**config.mk**
```make
export PLATFORM = sky130hd
export DESIGN_NAME = imem_loader_flat
export DESIGN_NICKNAME = d
export VERILOG_FILES = /design/src/rtl/imem_loader_if.sv /design/src/rtl/imem_loader.sv /design/src/flat_wrapper.sv
export SDC_FILE = /design/constraint.sdc
export NUM_CORES = 1
export LEC_CHECK = 0
export CORE_UTILIZATION = 48
export DETAILED_ROUTE_END_ITERATION = 12
export GPL_TIMING_DRIVEN = 1
export PLACE_DENSITY = 0.81
export SLEW_MARGIN = 20
export SYNTH_ARGS = -nofsm -noshare
export SYNTH_HDL_FRONTEND = slang
export SYNTH_SLANG_ARGS = --single-unit
export TNS_END_PERCENT = 100
```
**constraint.sdc**
```tcl
create_clock -name CLK -period 2.8 [get_ports CLK]
set_clock_uncertainty 0.1 [all_clocks]
set_input_delay 0.84 -clock CLK [delete_from_list [all_inputs] [get_ports CLK]]
set_output_delay 0.84 -clock CLK [all_outputs]
set_load 0.1 [all_outputs]
```
**src/rtl/imem_loader_if.sv**
```systemverilog
// imem_loader_if -- byte-stream input and instruction-memory write bus
// for the program loader.
//
// Signals
//   rx_valid  upstream byte valid
//   rx_data   upstream byte
//   rx_ready  loader can accept a byte this cycle
//   im_we     instruction-memory write strobe
//   im_addr   instruction-memory word address (N bits)
//   im_wdata  instruction word to write (M bits)
//
// Modports
//   master  the loader: consumes the byte stream, drives the memory bus
//   slave   the environment: produces bytes, observes the memory bus
interface imem_loader_if #(
    parameter int N = 5,
    parameter int M = 32
);
    logic         rx_valid;
    logic [7:0]   rx_data;
    logic         rx_ready;
    logic         im_we;
    logic [N-1:0] im_addr;
    logic [M-1:0] im_wdata;

    modport master (
        input  rx_valid, rx_data,
        output rx_ready, im_we, im_addr, im_wdata
    );

    modport slave (
        output rx_valid, rx_data,
        input  rx_ready, im_we, im_addr, im_wdata
    );
endinterface

```
**src/rtl/imem_loader.sv**
```systemverilog
// imem_loader -- loads a program into instruction memory from a byte stream
// and holds the processor in reset until the load is verified.
//
// Stream: length byte L (1..2^N), then 4*L data bytes (big-endian words),
// then a checksum byte equal to the XOR of L and every data byte.
//
// Ports
//   CLK      system clock, rising edge
//   RST      synchronous active-high reset
//   bus      imem_loader_if.master: rx_valid/rx_data/rx_ready byte input,
//            im_we/im_addr/im_wdata memory write output
//   cpu_rst  processor reset, high until the load succeeds
//   done     program loaded and checksum verified
//   err      load failed (bad length or checksum); sticky until RST
module imem_loader #(
    parameter int N = 5,
    parameter int M = 32
) (
    input  logic          CLK,
    input  logic          RST,
    imem_loader_if.master bus,
    output logic          cpu_rst,
    output logic          done,
    output logic          err
);
    localparam logic [2:0] S_LEN  = 3'd0;
    localparam logic [2:0] S_DATA = 3'd1;
    localparam logic [2:0] S_WR   = 3'd2;
    localparam logic [2:0] S_CHK  = 3'd3;
    localparam logic [2:0] S_DONE = 3'd4;
    localparam logic [2:0] S_ERR  = 3'd5;

    // The count must hold L = 2^N, so it needs one bit more than the address.
    localparam int          CW  = N + 1;
    localparam int unsigned CAP = 32'd1 << N;

    logic [2:0]    state_reg,   state_next;
    logic [CW-1:0] count_reg,   count_next;
    logic [N-1:0]  addr_reg,    addr_next;
    logic [1:0]    idx_reg,     idx_next;
    logic [M-1:0]  word_reg,    word_next;
    logic [7:0]    xor_reg,     xor_next;
    // Separate output registers so im_addr/im_wdata hold their values after
    // the write while addr_reg advances and word_reg collects the next word.
    logic [N-1:0]  wr_addr_reg, wr_addr_next;
    logic [M-1:0]  wr_data_reg, wr_data_next;

    logic rx_ready_int;
    logic accept;

    assign rx_ready_int = (state_reg == S_LEN) || (state_reg == S_DATA) ||
                          (state_reg == S_CHK);
    assign accept       = bus.rx_valid && rx_ready_int;

    always_comb begin
        state_next   = state_reg;
        count_next   = count_reg;
        addr_next    = addr_reg;
        idx_next     = idx_reg;
        word_next    = word_reg;
        xor_next     = xor_reg;
        wr_addr_next = wr_addr_reg;
        wr_data_next = wr_data_reg;

        case (state_reg)
            S_LEN: begin
                if (accept) begin
                    if ((bus.rx_data == 8'd0) || (32'(bus.rx_data) > CAP)) begin
                        state_next = S_ERR;
                    end else begin
                        count_next = CW'(bus.rx_data);
                        addr_next  = '0;
                        xor_next   = bus.rx_data;
                        idx_next   = 2'd0;
                        state_next = S_DATA;
                    end
                end
            end
            S_DATA: begin
                if (accept) begin
                    word_next = {word_reg[M-9:0], bus.rx_data};
                    xor_next  = xor_reg ^ bus.rx_data;
                    idx_next  = idx_reg + 2'd1;
                    // Fourth byte: latch the finished word straight into the
                    // write registers so the strobe follows one cycle later.
                    if (idx_reg == 2'd3) begin
                        wr_addr_next = addr_reg;
                        wr_data_next = {word_reg[M-9:0], bus.rx_data};
                        state_next   = S_WR;
                    end
                end
            end
            S_WR: begin
                // Increment after the final write is harmless: the address
                // is never used again once the count runs out.
                addr_next  = addr_reg + 1'b1;
                count_next = count_reg - 1'b1;
                state_next = (count_reg == CW'(1)) ? S_CHK : S_DATA;
            end
            S_CHK: begin
                if (accept) begin
                    state_next = (bus.rx_data == xor_reg) ? S_DONE : S_ERR;
                end
            end
            S_DONE, S_ERR: begin
                state_next = state_reg;
            end
            default: begin
                state_next = S_ERR;
            end
        endcase
    end

    always_ff @(posedge CLK) begin
        if (RST) begin
            state_reg   <= S_LEN;
            count_reg   <= '0;
            addr_reg    <= '0;
            idx_reg     <= '0;
            word_reg    <= '0;
            xor_reg     <= '0;
            wr_addr_reg <= '0;
            wr_data_reg <= '0;
        end else begin
            state_reg   <= state_next;
            count_reg   <= count_next;
            addr_reg    <= addr_next;
            idx_reg     <= idx_next;
            word_reg    <= word_next;
            xor_reg     <= xor_next;
            wr_addr_reg <= wr_addr_next;
            wr_data_reg <= wr_data_next;
        end
    end

    assign bus.rx_ready = rx_ready_int;
    assign bus.im_we    = (state_reg == S_WR);
    assign bus.im_addr  = wr_addr_reg;
    assign bus.im_wdata = wr_data_reg;
    assign done         = (state_reg == S_DONE);
    assign err          = (state_reg == S_ERR);
    assign cpu_rst      = (state_reg != S_DONE);
endmodule

```
**src/flat_wrapper.sv**
```systemverilog
// flat-port wrapper written by rule: the top's interface ports become plain ports
module imem_loader_flat 
#(
    parameter int N = 5,
    parameter int M = 32
)
  (CLK, RST, cpu_rst, done, err, bus_rx_valid, bus_rx_data, bus_rx_ready, bus_im_we, bus_im_addr, bus_im_wdata);
  imem_loader_if #(.N(N), .M(M)) bus_i ();
  input  logic CLK;
  input  logic RST;
  output logic cpu_rst;
  output logic done;
  output logic err;
  input wire logic [$bits(bus_i.rx_valid)-1:0] bus_rx_valid;
  input wire logic [$bits(bus_i.rx_data)-1:0] bus_rx_data;
  output wire logic [$bits(bus_i.rx_ready)-1:0] bus_rx_ready;
  output wire logic [$bits(bus_i.im_we)-1:0] bus_im_we;
  output wire logic [$bits(bus_i.im_addr)-1:0] bus_im_addr;
  output wire logic [$bits(bus_i.im_wdata)-1:0] bus_im_wdata;
  assign bus_i.rx_valid = bus_rx_valid;
  assign bus_i.rx_data = bus_rx_data;
  assign bus_rx_ready = bus_i.rx_ready;
  assign bus_im_we = bus_i.im_we;
  assign bus_im_addr = bus_i.im_addr;
  assign bus_im_wdata = bus_i.im_wdata;
  imem_loader #(.N(N), .M(M)) u_core (.CLK(CLK), .RST(RST), .bus(bus_i), .cpu_rst(cpu_rst), .done(done), .err(err));
endmodule
```
; ---- Word-level counts from Yosys, hierarchy flattened
; Cells that the tools add are included.
[totals]
reg_bits = 85
input_bits = 11
[classes]
bitwise = 2
magnitude_cmp = 1
mux = 22
n_reduce_logical = 14
eq_ne = 14
add_sub_neg = 3
[op_table]
columns = cell, n
row1 = 8-bit two-way mux, 3
row2 = 8-bit case mux with 2 select lines, 1
row3 = 3-bit two-way mux, 5
row4 = 3-bit case mux with 5 select lines, 1
row5 = 6-bit two-way mux, 2
row6 = 6-bit case mux with 2 select lines, 1
row7 = 5-bit two-way mux, 2
row8 = 5-bit case mux with 2 select lines, 1
row9 = 8-bit == test, 1
row10 = "8-bit by 6-bit greater-than comparator with 1-bit output, second input constant", 1
row11 = 8-bit zero test, 1
row12 = 2-bit two-way mux, 4
row13 = 8-bit bitwise XOR, 1
row14 = "3-bit by 2-bit == test with 1-bit output, second input constant", 2
row15 = "3-bit == test, second input constant", 2
row16 = "6-bit by 1-bit == test with 1-bit output, second input constant", 1
row17 = "2-bit by 1-bit inequality test with 1-bit output, second input constant", 3
row18 = 3-bit AND reduction, 2
row19 = "6-bit by 1-bit subtractor with 6-bit output, second input constant", 1
row20 = "5-bit by 1-bit adder with 5-bit output, second input constant", 1
row21 = 5-bit AND reduction, 1
row22 = "2-bit inequality test, second input constant", 2
row23 = 2-bit case mux with 2 select lines, 1
row24 = 4-bit AND reduction, 1
row25 = other kinds (12), 15

; ---- Logic depth before layout (Yosys ltp)
; Gate-level depths: netlist (run 1).
[logic_depth]
ltp_word = 6
mapped_depth = 7
mapped_depth_nobuf = 6

; ---- Worst setup path after synthesis (run 1)
; No wires, ideal clock.
[synth_timing]
path_kind = register to output
startpoint = register u_core.state_reg[0]
endpoint = output bus_rx_ready
t_required_ns = 1.860
t_arrival_ns = 2.149
path_slack_ns = -0.289
stages_incl_launch_ff = 4
path_buffers = 1
cell_sequence = dfxtp_1 clkbuf_1 inv_1 a21oi_1
[synth_between]
elab_chain_cells = 3
word_cells_on_any_way = 5
classes_between = eq/ne: 2 / reduce/logical: 3
[synth_lines]
columns = element, line_no
row1 = from (decl), imem_loader.sv:37  ; logic [2:0] state_reg, state_next;
row2 = from (signal assigned), imem_loader.sv:125  ; state_reg <= state_next;
row3 = 3-bit by 1-bit == test with 1-bit output or 3-bit zero test (tied branches), imem_loader.sv:51  ; assign rx_ready_int = (state_reg == S_LEN) || (state_reg == S_DATA) ||
row4 = 1-bit logical OR, imem_loader.sv:51
row5 = 1-bit logical OR (*), imem_loader.sv:51
row6 = to (decl), flat_wrapper.sv:16  ; output wire logic [$bits(bus_i.rx_ready)-1:0] bus_rx_ready;
; Every way passes the cells marked *; elsewhere a longest branch is shown, timed or not.

; ---- Final worst setup path (run 1)
[layout_timing]
startpoint = input bus_rx_data[4]
endpoint = register u_core.addr_reg[0]
[layout_between]
elab_chain_cells = 4
word_cells_on_any_way = 5
classes_between = order compare: 1 / eq/ne: 1 / reduce/logical: 3
[layout_lines]
columns = element, line_no
row1 = from (decl), flat_wrapper.sv:15  ; input wire logic [$bits(bus_i.rx_data)-1:0] bus_rx_data;
row2 = 8-bit by 6-bit greater-than comparator with 1-bit output or 8-bit zero test (tied branches), imem_loader.sv:68  ; if ((bus.rx_data == 8'd0) || (32'(bus.rx_data) > CAP)) begin
row3 = 1-bit logical OR (*), imem_loader.sv:68
row4 = 2-bit inequality test (no line) (*), n/a
row5 = 3-bit AND reduction (no line) (*), n/a
row6 = to (signal assigned), imem_loader.sv:127  ; addr_reg <= addr_next;
row7 = to (decl), imem_loader.sv:39  ; logic [N-1:0] addr_reg, addr_next;
; Marks and branches as above.
; A chain may end at the register's enable or synchronous reset.

==> results.sh, run 1 <==
export IMPL_run_status="complete, no violations"
export IMPL_timing_worst_setup_path_type="input pin to flop"
export IMPL_tritoncts_clock_tree="yes"
export IMPL_layout_area_overhead_vs_synth_pct=25.7
export IMPL_detailedPlace_worstSlack_ns=-0.521
export IMPL_powerDensity_nw_per_um2=542
export IMPL_ys_seq_elements=85
export IMPL_first_pass_iters=4
export IMPL_via_per_inst=5.43
export IMPL_p_leak_nw=1.69
export IMPL_track_usage_pct=23.6
export IMPL_mostFrequentLayoutCell="sky130_fd_sc_hd__nand2_1"
export IMPL_htree_num_levels=3
export IMPL_synthesis_area_um2=3590
export IMPL_yosys_warnings=0
export IMPL_synth_async_reset_ratio_pct=0
export IMPL_detail_route_antenna_nets=0
export IMPL_critical_path_startpoint_type="input pin"
export IMPL_std_cell_rows=31
export IMPL_final_nets=544
export IMPL_cpPeakStageDelay_ns=0.58
export IMPL_drt_iter0_markers=210
export IMPL_finalMaxSlewViolations=0
export IMPL_cts_root_to_sink_buffers=2
export IMPL_data_arrival_time_of_the_worst_path_ns=2.84
export IMPL_fin_util_pct=62.3
export IMPL_rsz0062_at_grt="no"
export IMPL_number_of_synthesized_flops_with_an_enable_pin=0
export IMPL_core_um2=7250
export IMPL_finalWeightedCongestion=0.840
export IMPL_initial_core_util_pct=49.5
export IMPL_hp_class="flop to flop"
export IMPL_slew_of_the_pin_with_the_lowest_slew_margin_ns=0.655
export IMPL_fin_area_um2=4520
export IMPL_critical_path_peak_fanout=6
export IMPL_post_cts_buffers=0
export IMPL_cp_end_kind="flop"
export IMPL_grt_first_pass_wirelength_mm=14.3
export IMPL_syn_nets=485
export IMPL_layout_drive_gt1_share_pct=19.3
export IMPL_grt_overflow_total=0
export IMPL_remaining_drc_errors=0
export IMPL_antennaDiodeCount=0
export IMPL_setup_violations=0
export IMPL_timing_fmax_mhz=369
export IMPL_cp_top_family="simple AND/OR/NAND/NOR gates"
export IMPL_place_area_um2=4300
export IMPL_setup_ws_ns=0.0880
export IMPL_postSynth_topFlopCell="sky130_fd_sc_hd__dfxtp_1"
export IMPL_slew_limit_headroom_pct=56.3
export IMPL_synth_distinct_cells=42
export IMPL_design_portCount=53
export IMPL_synthesis_instances=470
export IMPL_critical_path_n_buffers_inverters=1
export IMPL_timing_max_cap_violations=0
export IMPL_layout_cells_most_common_list="sky130_fd_sc_hd__nand2_1 (140), sky130_fd_sc_hd__dfxtp_1 (85), sky130_fd_sc_hd__a21oi_1 (82)"
export IMPL_die_y_um=88.5
export IMPL_vdd_drop_max_mv=0.279
export IMPL_clkSlewWorstSetupHoldPaths_ns=0.09
export IMPL_floorplan_die_width_um=88.5
export IMPL_hold_ws_ns=0.359
export IMPL_worst_ep_required_time_ns=2.93
export IMPL_cts_root_buffer_cell="sky130_fd_sc_hd__clkbuf_8"
export IMPL_grt_start_max_net_pins=40
export IMPL_flip_flop_count_of_the_largest_register_all_copies_and_words_added=32
export IMPL_yosysSeqAreaShare_pct=47.4
export IMPL_grt_pass1_vias=3165
export IMPL_final_hold_viol_count=0
export IMPL_antenna_violations_before_repair=0
export IMPL_synth_area_per_cell_um2=7.65
export IMPL_drt_wl_total_mm=8.62
export IMPL_min_period_over_period_pct=96.9
export IMPL_design_die_area_um2=7840
export IMPL_clock_sinks=85
export IMPL_ctsHoldBuffers=0
export IMPL_place_detailed_hpwl_mm=5.98
export IMPL_critPathMostFrequentCell="sky130_fd_sc_hd__or4_4"
export IMPL_cts_made_buffers=9
export IMPL_port_buffer_count=52
export IMPL_path_cells="clkdlybuf4s50_1, or4_4, or4_4, and3_4, a21oi_1, nor2_1"
export IMPL_post_drt_wl_per_cell_um=13.6
export IMPL_crit_path_top_delay_cell="sky130_fd_sc_hd__or4_4"
export IMPL_min_period_ns=2.71
export IMPL_dr_total_vias=3439
export IMPL_clock_insertion_delay_worst_skew_ns=0.36
[per-layer routing]
metal / up-vias / share of wire [%] / wire, um / track usage, %
li1: 1705 / - / - / -
met1: 1616 / 44 / 3790 / 28.6
met2: 103 / 49 / 4250 / 40.3
met3: 15 / 4.9 / 419 / 4.66
met4: 0 / 1.8 / 156 / 11.4
met5: - / 0 / 0 / 0
[power by group]
part | internal (W) | switching, W
sequential | 0.00123 | 0.0000303
clock | 0.000426 | 0.000473
combinational | 0.000113 | 0.000178
[worst register-to-register path, stage by stage (launching register included)]
cell,delay (ns)
sky130_fd_sc_hd__dfxtp_1,0.47
sky130_fd_sc_hd__or3b_2,0.56
sky130_fd_sc_hd__buf_4,0.20
sky130_fd_sc_hd__nor4_1,0.45
sky130_fd_sc_hd__nand3_1,0.19
sky130_fd_sc_hd__a21oi_1,0.23
sky130_fd_sc_hd__o32ai_2,0.11
[path summary, 6_finish.rpt]
kind	start	end	slack [ns]	cells past startpoint
setup / recovery	bus_rx_data[4]	u_core.addr_reg[0]	0.09	6
hold / removal	u_core.bus.im_wdata[12]	u_core.bus.im_wdata[12]	0.36	2
setup reg to reg	u_core.state_reg[0]	u_core.count_reg[5]	0.37	6
hold reg to reg	u_core.bus.im_wdata[12]	u_core.bus.im_wdata[12]	0.36	2
[cells by family after synthesis]
family	share of synthesized area [%]
and+or+nand+nor	24.6
adders and majority gates	1.39
muxes	0.279
xor gates and xnor gates	1.95
DFF	47.4
buffers and inverters	4.98
AOI/OAI and AO/OA	19.4
[per-stage QoR]
stage          instances  TNS (ns)  total power (W)
3_5_place_dp         617     -7.35          0.00157
3_3_place_gp         617     -6.10          0.00156
2_1_floorplan        470         0          0.00147
5_1_grt              633         0          0.00254
6_report             633         0          0.00245
4_1_cts              633         0          0.00246
[synth_stat cells, drive strengths merged (2+ instances only)]
cell type / number / area share (%)
xor2: 4 / 0.97
a21oi: 83 / 12
dfxtp: 85 / 47
xnor2: 4 / 0.97
nand2: 141 / 15
o32ai: 2 / 0.91
nor4: 6 / 1.0
a311oi: 2 / 0.49
a211oi: 4 / 0.84
a21o: 2 / 0.42
o211ai: 6 / 1.3
inv: 8 / 0.84
ha: 4 / 1.4
nor3: 5 / 0.70
nand3: 12 / 1.7
or4b: 2 / 0.56
nor2: 27 / 2.8
clkbuf: 27 / 2.8
buf: 7 / 1.2
o21ai: 12 / 1.7
a22oi: 2 / 0.42
nand2b: 6 / 1.0
nor2b: 2 / 0.35
or4: 2 / 0.63
[layout make-up]
class / instances / area, um2
clock inverters: 7 / 81.3
well taps: 99 / 124
repair buffers: 82 / 713
clock buffers: 9 / 124
multi-input cells: 342 / 1740
inverters: 9 / 37.5
flip-flops and latches: 85 / 1700
fillers: 660 / 2740
[timing repair]
action                                  CTS  global route
resized for setup                         1             4
pin swaps                                 0             1
endpoints found under the setup margin   10             8
cloned                                    0             0
Note: power is estimated with default switching activity, not from simulation.
==> inputs of run 2 (changes only) <==
SLEW_MARGIN = unset   (was 20)
==> results of run 2 <==
Final layout, timing and power as in run 1 (identical DEF).
==> RTL change: new RTL, flow settings as in run 1 <==
Register the output `err`, with the module's reset; this adds one clock of latency there. The other outputs are not delayed to match.
--- a/src/rtl/imem_loader.sv
+++ b/src/rtl/imem_loader.sv
@@ -138,7 +138,13 @@
     assign bus.im_addr  = wr_addr_reg;
     assign bus.im_wdata = wr_data_reg;
     assign done         = (state_reg == S_DONE);
-    assign err          = (state_reg == S_ERR);
+    always_ff @(posedge CLK) begin
+        if (RST) begin
+            err <= '0;
+        end else begin
+            err <= (state_reg == S_ERR);
+        end
+    end
     assign cpu_rst      = (state_reg != S_DONE);
 endmodule
 
Check against the original RTL: not equivalent (a bounded check fails within 4 cycles, from zero or initial values and one cycle with RST high).
==> RTL change against run 1 <==
Total power decreased by 2.4%. Wire length increased by 1.4%. Area after synthesis increased by 1.5%. Cell count increased by 0.16%. Hold slack got worse by 0.011 ns. Sequential cell count increased by 1. Cell area increased by 1.2%. Synthesized cell count decreased by 0.21%. Core utilization increased by 0.39 points. Critical endpoint is now u_core.count_reg[0]. Setup slack improved by 0.0072 ns. Register-to-register slack improved by 0.39 ns. Largest cell class unchanged.
==> RTL change: results (changes against run 1) <==
critical_path:
  rr_endpoint: "u_core.xor_reg[5]"  # was u_core.count_reg[5]
  crit_path_end: "u_core.count_reg[0]"  # was u_core.addr_reg[0]
  r2r-start: "u_core.state_reg[2]"  # was u_core.state_reg[0]
  regToRegSetupSlack_ns: 0.76  # was 0.37 ns
global_route:
  track_usage: 0.236  # about the same
  grt_pass1_wl_um: 14300  # about the same
  grt_pass1_vias: 3082  # was 3165
logic_synthesis:
  yosys-top-cells-count: "nand2_1, dfxtp_1, a21oi_1"  # unchanged
  synth_adder_area_share: 0.0137  # was 0.0139
  ys_seq_area_frac: 0.472  # was 0.474
  synth-xor-area-share: 0.0192  # was 0.0195
  synthCells: 469  # was 470
power:
  p_sw_uw: 615  # was 681 uW
  finalPower_uw: 2390  # was 2450 uW
  combPwrFrac: 0.104  # was 0.119
  ir_worst_vdd_mv: 0.274  # was 0.279 mV
placed_design:
  place_congestion: 0.998  # was 0.840
  placed_cell_area_um2: 4370  # was 4300 um2
  place_ws_ns: -0.247  # was -0.521 ns
drt:
  drt_iter0_drc: 249  # was 210
  wl_met3_um: 346  # was 419 um
  via_per_inst: 5.42  # was 5.43
layout:
  drive_gt1_frac: 0.206  # was 0.193
timing:
  whs_ns: 0.348  # was 0.359 ns
  fin_crit_sh: 0.966  # was 0.969
run_status:
  status: "finished, final reports clean"  # unchanged
RTL change: cell count changes after synthesis, moves of 3 or more:
cell	change
o211ai_1	-6
o211ai_2	+6
nand3_1	-5
and3_1	+4
nor3b_1	+4
o32ai_1	+4
nand3b_1	+3
RTL change: layout make-up:
cell class                 instances  area (um2)  area share
multi-input combinational        343        1770       0.387
sequential                        86        1720       0.377
timing repair buffer              85         733       0.160
clock buffer                      10         138      0.0301
tap                               99         124      0.0271
clock inverter                     5        58.8      0.0129
inverter                           6        26.3     0.00575
RTL change: worst register-to-register path, delay by kind of cell, from the launching register on:
kind | cells | cell delay, ns
AO/OA/AOI/OAI | 2 | 0.22
buffers and inverters | 2 | 0.35
flip-flops | 1 | 0.59
AND/OR/NAND/NOR | 3 | 0.67
RTL change: metal layers:
| layer | global-route usage | vias to the layer above |
|---|---|---|
| li1 | - | 1704 |
| met1 | 0.307 | 1642 |
| met2 | 0.384 | 78 |
| met3 | 0.0452 | 10 |
| met4 | 0.102 | 0 |
| met5 | 0 | - |
